$ cat src/rtl/vit_ctrl_seq.sv
// Sequencing controller for the Viterbi decoder datapath.
// Walks one frame of FRAME_LEN symbols through the pipeline fill phases
// (branch metric, then ACS, then full run with survivor memory), then runs
// TB_DEPTH traceback cycles and signals completion with a one-cycle done.
// Symbol phases stall on sym_valid=0; traceback runs unconditionally.
// abort returns to IDLE from anywhere; cont chains frames without IDLE.
module vit_ctrl_seq #(
    parameter int FRAME_LEN = 16,
    parameter int TB_DEPTH  = 8,
    localparam int CW = $clog2(((FRAME_LEN > TB_DEPTH) ? FRAME_LEN : TB_DEPTH) + 1)
) (
    input  logic          clk,
    input  logic          rst,
    input  logic          start,
    input  logic          cont,
    input  logic          sym_valid,
    input  logic          abort,
    output logic          en_brch,
    output logic          en_add,
    output logic          en_mem,
    output logic          en_tbck,
    output logic          busy,
    output logic          done,
    output logic [CW-1:0] sym_cnt,
    output logic [CW-1:0] tb_cnt
);

    localparam logic [2:0] IDLE     = 3'd0;
    localparam logic [2:0] FILL_BM  = 3'd1;
    localparam logic [2:0] FILL_ACS = 3'd2;
    localparam logic [2:0] RUN      = 3'd3;
    localparam logic [2:0] TBCK     = 3'd4;
    localparam logic [2:0] DONE     = 3'd5;

    // Last symbol index of the frame and last traceback index.
    localparam logic [CW-1:0] SYM_LAST = CW'(FRAME_LEN - 1);
    localparam logic [CW-1:0] TB_LAST  = CW'(TB_DEPTH - 1);

    logic [2:0]    state_reg;
    logic [2:0]    state_next;
    logic [CW-1:0] sym_reg;
    logic [CW-1:0] sym_next;
    logic [CW-1:0] tb_reg;
    logic [CW-1:0] tb_next;

    // State and counter registers; reset drops any frame in flight at once.
    always_ff @(posedge clk or posedge rst) begin
        if (rst) begin
            state_reg <= IDLE;
            sym_reg   <= '0;
            tb_reg    <= '0;
        end else begin
            state_reg <= state_next;
            sym_reg   <= sym_next;
            tb_reg    <= tb_next;
        end
    end

    // Next-state and counter update; abort overrides everything else.
    always_comb begin
        state_next = state_reg;
        sym_next   = sym_reg;
        tb_next    = tb_reg;
        if (abort) begin
            state_next = IDLE;
            sym_next   = '0;
            tb_next    = '0;
        end else begin
            case (state_reg)
                IDLE: begin
                    if (start) begin
                        state_next = FILL_BM;
                        sym_next   = '0;
                        tb_next    = '0;
                    end
                end
                FILL_BM: begin
                    // FRAME_LEN >= 3, so the first two symbols never end the frame.
                    if (sym_valid) begin
                        sym_next   = sym_reg + 1'b1;
                        state_next = FILL_ACS;
                    end
                end
                FILL_ACS: begin
                    if (sym_valid) begin
                        sym_next   = sym_reg + 1'b1;
                        state_next = RUN;
                    end
                end
                RUN: begin
                    if (sym_valid) begin
                        // The final increment leaves sym_cnt at FRAME_LEN for the
                        // rest of the frame.
                        sym_next = sym_reg + 1'b1;
                        if (sym_reg == SYM_LAST) begin
                            state_next = TBCK;
                        end
                    end
                end
                TBCK: begin
                    // tb_cnt stops at its last index rather than wrapping.
                    if (tb_reg == TB_LAST) begin
                        state_next = DONE;
                    end else begin
                        tb_next = tb_reg + 1'b1;
                    end
                end
                DONE: begin
                    if (start || cont) begin
                        state_next = FILL_BM;
                        sym_next   = '0;
                        tb_next    = '0;
                    end else begin
                        state_next = IDLE;
                    end
                end
                default: begin
                    state_next = IDLE;
                    sym_next   = '0;
                    tb_next    = '0;
                end
            endcase
        end
    end

    // Moore-style output decode; symbol-phase enables are gated by sym_valid
    // so a stalled cycle issues no datapath work.
    always_comb begin
        en_brch = 1'b0;
        en_add  = 1'b0;
        en_mem  = 1'b0;
        en_tbck = 1'b0;
        done    = 1'b0;
        busy    = (state_reg != IDLE);
        case (state_reg)
            FILL_BM: begin
                en_brch = sym_valid;
            end
            FILL_ACS: begin
                en_brch = sym_valid;
                en_add  = sym_valid;
            end
            RUN: begin
                en_brch = sym_valid;
                en_add  = sym_valid;
                en_mem  = sym_valid;
            end
            TBCK: begin
                en_mem  = 1'b1;
                en_tbck = 1'b1;
            end
            DONE: begin
                done = 1'b1;
            end
            default: begin
                en_brch = 1'b0;
            end
        endcase
    end

    assign sym_cnt = sym_reg;
    assign tb_cnt  = tb_reg;

endmodule

$ cat config.mk
export PLATFORM = sky130hd
export DESIGN_NAME = vit_ctrl_seq
export DESIGN_NICKNAME = d
export VERILOG_FILES = /design/src/rtl/vit_ctrl_seq.sv
export SDC_FILE = /design/constraint.sdc
export NUM_CORES = 1
export LEC_CHECK = 0
export BUFFER_PORTS_ARGS = -buffer_cell sky130_fd_sc_hd__buf_2
export CAP_MARGIN = 20
export CORE_MARGIN = 2
export CORE_UTILIZATION = 25
export DETAILED_ROUTE_END_ITERATION = 12
export HOLD_SLACK_MARGIN = 0.12
export PLACE_DENSITY = 0.49
export SYNTH_ARGS = -nofsm -noshare
export SYNTH_HDL_FRONTEND = slang
export SYNTH_SLANG_ARGS = --single-unit
$ cat constraint.sdc
create_clock -name clk -period 2.19 [get_ports clk]
set_input_delay 0.438 -clock clk [delete_from_list [all_inputs] [get_ports clk]]
set_output_delay 0.438 -clock clk [all_outputs]
set_load 0.05 [all_outputs]
; Word level (Yosys, flattened, before mapping)
; Cells that the tools add are included.
; W data, S select, Z words.
[op_classes]
n_addsub = 2
eq_ne = 18
n_mux = 22
reduce_logical = 8
[ops]
columns = cell, count
row1 = $pmux W5 S4, 2
row2 = $mux W5, 6
row3 = $ne A3 B3 Y1 const B, 8
row4 = $mux W3, 7
row5 = $pmux W3 S6, 1
row6 = $add A5 B1 Y5 const B, 2
row7 = $reduce_and A4 Y1, 2
row8 = $eq A3 B2 Y1 const B, 2
row9 = $eq A3 B3 Y1 const B, 2
row10 = $reduce_and A6 Y1, 1
row11 = $eq A5 B3 Y1 const B, 1
row12 = $eq A5 B4 Y1 const B, 1
row13 = $mux W1, 5
row14 = $eq A3 B1 Y1 const B, 1
row15 = $logic_not A3 Y1, 1
row16 = $ne A3 B1 Y1 const B, 1
row17 = $reduce_bool A3 Y1, 1
row18 = $reduce_or A3 Y1, 1
row19 = $ne A2 B1 Y1 const B, 1
row20 = $ne A2 B2 Y1 const B, 1
row21 = $pmux W1 S2, 1
row22 = $reduce_or A2 Y1, 1
row23 = $logic_or A1 B1 Y1, 1
[totals]
register_bits = 13
output_inout_bits = 16

; Logic depth before layout (Yosys ltp)
[depth]
ltp_word = 5
mapped_depth = 5
ltp_nobuf = 5

; Worst setup path before layout
; OpenSTA, ideal clock, no wires.
[synth_timing]
path_type = reg-to-output
startpoint = register state_reg[1]
endpoint = output en_mem
t_arrival_ns = 1.554
t_required_ns = 1.752
setup_slack_ns = 0.198
path_stages_with_launch = 4
path_buffers = 1
path_cell_list = dfrtp_1 -> buf_2 -> nand2b_1 -> o22ai_1
[synth_between]
elab_chain_cells = 2
[synth_rtl]
columns = item, line
row1 = from (decl), 39  ; logic [2:0] state_reg;
row2 = from (signal assigned), 53  ; state_reg <= state_next;
row3 = $eq A3 B3 Y1 / $eq A3 B2 Y1 (equally long branches), 135  ; case (state_reg)
row4 = $pmux W1 S2 (*), 135
row5 = to (decl), 20  ; output logic en_mem,
; Mark *: on every way between the ends. The rest lies on a longest branch, timed or not.

; Final worst setup path
; Same ends and word-level chain as after synthesis.

==> run metrics <==
antenna cell count=0; met3 wire len=approximately 94 µm; dpl cells=167; Synth Register Bits=13; Fmax=~0.5 GHz; post-cts resize count=0; most frequent cells in the layout=buf_2 (21), dfrtp_1 (13), nor2_1 (11), nand2_1 (10); crit share post-route=92.0%; crit path DAT=roughly 1.6 ns; Post-DP HPWL=roughly 1.6 mm; number of synthesized flops with an enable pin=0; Final Critical Period=~2 ns; Area Growth Syn to Fin=17.6%; final net count=approximately 140; GRT Total Usage=11.6%; core box area=around 3400 µm²; Synth Cell Area=911 µm²; IO Pins=22; vias in the first global route=approximately 840; Via Count=874; die width=between 60 and 70 µm; Peak supply drop=0.341 mV; Reg2Reg Capture Point=sym_cnt[3]$_DFFE_PP0P_; Die Ht=64.4 µm; clock buffer count from CTS=3; Startpoint Class=register; post-route antenna net violation count=0; register area=about 330 µm²; Crit. End Element=primary output; Crit Path Max Fanout=14; root buf cell=clkbuf_4; Synth area leaders=dfrtp_1 (36%), nor2_1 (4.5%), ha_1 (4.1%); top sig layer=met4; ys async rst share=100%; worst path bufs/invs=1; Hold WS=0.172 ns; clk sinks=13; RR Startpoint=state_reg[0]$_DFFE_PP0P_; path type of the worst setup path=register to primary output; clk buf depth=2; status=complete, no violations; reg2reg path depth=4; WL/cell=about 13 µm; initial antenna violation count=0; drt first pass iters=5; RSZ-0062 raised after global routing=false; Fin. Hold Viols=0; Final GP Congestion=approximately 0.74; Layout Skew=0.00806 ns; count of standard-cell rows=21; dominant cell type by area after synthesis=dfrtp_1; vias per cell=just over 5; Seq/Total Area, Yosys=35.7%; Max Slew Vio Count=0; maxcap violations=0; commonest non-fill, non-tap cell in the layout=buf_2; Synth Flop Type=dfrtp_1; crit path max-delay cell type=dfrtp_1; routed wl met2=slightly below 1 mm; Pwr per Cell Area=a little over 900 nW/µm²; final wirelength=2.21 mm; Critical Path Sink=en_mem; setup_tns=0 ns; global-route wire length before repair=between 3 and 4 mm; Crit. Startpoint=state_reg[1]$_DFFE_PP0P_; ratio of cells with drive above 1 in the final layout=24.0%; largest stage delay on the critical path=about 0.56 ns; met1 WL=between 1 and 1.5 mm; Yosys top cell area share=between 30% and 40%; Rel. slew slack=around two thirds; Lkg Pwr=0.520 nW; clock slew at reported path FFs=roughly 0.09 ns; Worst Hold Class=input port to async pin; Worst-Margin Slew=about 0.50 ns; filler instances=389; CTS tree=done; Ys Warns=0; Finished Layout Cells=about 170; I/O Buffers=21; largest net degree at the start of global routing=16; Initial Utilization=between 20% and 30%; # hold bufs at CTS=0; Mapped Cells=between 100 and 150; area of the multi-input gates=roughly 540 µm²; Mean Syn Cell Area=roughly 8.7 µm²; Post-CTS Setup Bufs=0; CP top delay family=flip-flops; Data required, critical path=about 1.8 ns; Final setup viols=0; Clk Latency, worst-skew pair=0.27 ns; H-tree depth=1; die area=between 4000 and 5000 µm²; Crit. path cell count=3; CP Cell Sequence=nand2b_1 > o22ai_1 > buf_2; residual DRC count=0; GR Overflow Total=0; initial DRC count=25; FF-to-FF setup slack=~0.35 ns; unique cell type count in the Yosys netlist=38; Mapped Nets=114
==> metal layers <==
metal | vias to the layer above | track usage (%)
li1 | 431 | -
met3 | 4 | 3.70
met4 | 0 | 3.46
met1 | 417 | 14.9
met2 | 22 | 18.6
met5 | - | 0
==> synthesized netlist by cell type, types with 2 or more instances <==
cell type  count
nor3b_1        2
and3_1         2
ha_1           3
a21o_1         3
nor3_1         4
a32o_1         2
nor2_1        11
a22o_1         2
dfrtp_1       13
nand3_1        5
o21ai_0        5
nand2_1       10
inv_1          5
a21oi_1        5
nand3b_1       4
o21ai_2        2
and4_1         2
buf_2          2
o31ai_1        3
clkbuf_1       2
==> worst min-delay path by stage <==
stage               from                       end  depth (start not counted)
floorplan            rst  state_reg[0]$_DFFE_PP0P_                          1
global placement     rst     tb_cnt[0]$_DFFE_PP0P_                          2
detailed placement   rst     tb_cnt[1]$_DFFE_PP0P_                          2
CTS                  rst     tb_cnt[1]$_DFFE_PP0P_                          2
global route         rst     tb_cnt[1]$_DFFE_PP0P_                          2
finish               rst     tb_cnt[1]$_DFFE_PP0P_                          2
==> where the power goes <==
group,leakage (nW),switching [W],internal [W]
logic,0.328,0.000332,0.000152
registers,0.177,0.0000961,0.000272
clock network,0.0150,0.0000795,0.0000705
total,0.520,0.000507,0.000495
==> area by class of cell <==
class | count | area share, %
inverters | 5 | 1.75
clock buffers | 4 | 2.45
multi-input cells | 82 | 50.2
flip-flops and latches | 13 | 30.4
well taps | 46 | 5.37
repair buffers | 21 | 9.81
==> cells by family after synthesis <==
| group | count (synthesis) | share of synthesized area, % |
|---|---|---|
| buffers and inverters | 10 | 5.22 |
| AOI/OAI and AO/OA | 29 | 22.4 |
| adders and majority gates | 3 | 4.12 |
| and+or+nand+nor | 49 | 31.5 |
| muxes | 1 | 1.10 |
| DFF | 13 | 35.7 |
==> per-stage QoR <==
| stage | util [%] | cell area (µm²) | total power [W] | worst slack [ns] |
|---|---|---|---|---|
| floorplan | - | 911 | 0.000758 | 0.198 |
| global placement | 30.6 | 1040 | 0.000859 | 0.383 |
| detailed placement | 30.6 | 1040 | 0.000856 | 0.372 |
| CTS | 31.4 | 1070 | 0.00102 | 0.169 |
| global route | 31.4 | 1070 | 0.00109 | 0.0126 |
| finish | 31.4 | 1070 | 0.00100 | 0.175 |
Power figures use the tool's default switching activity.
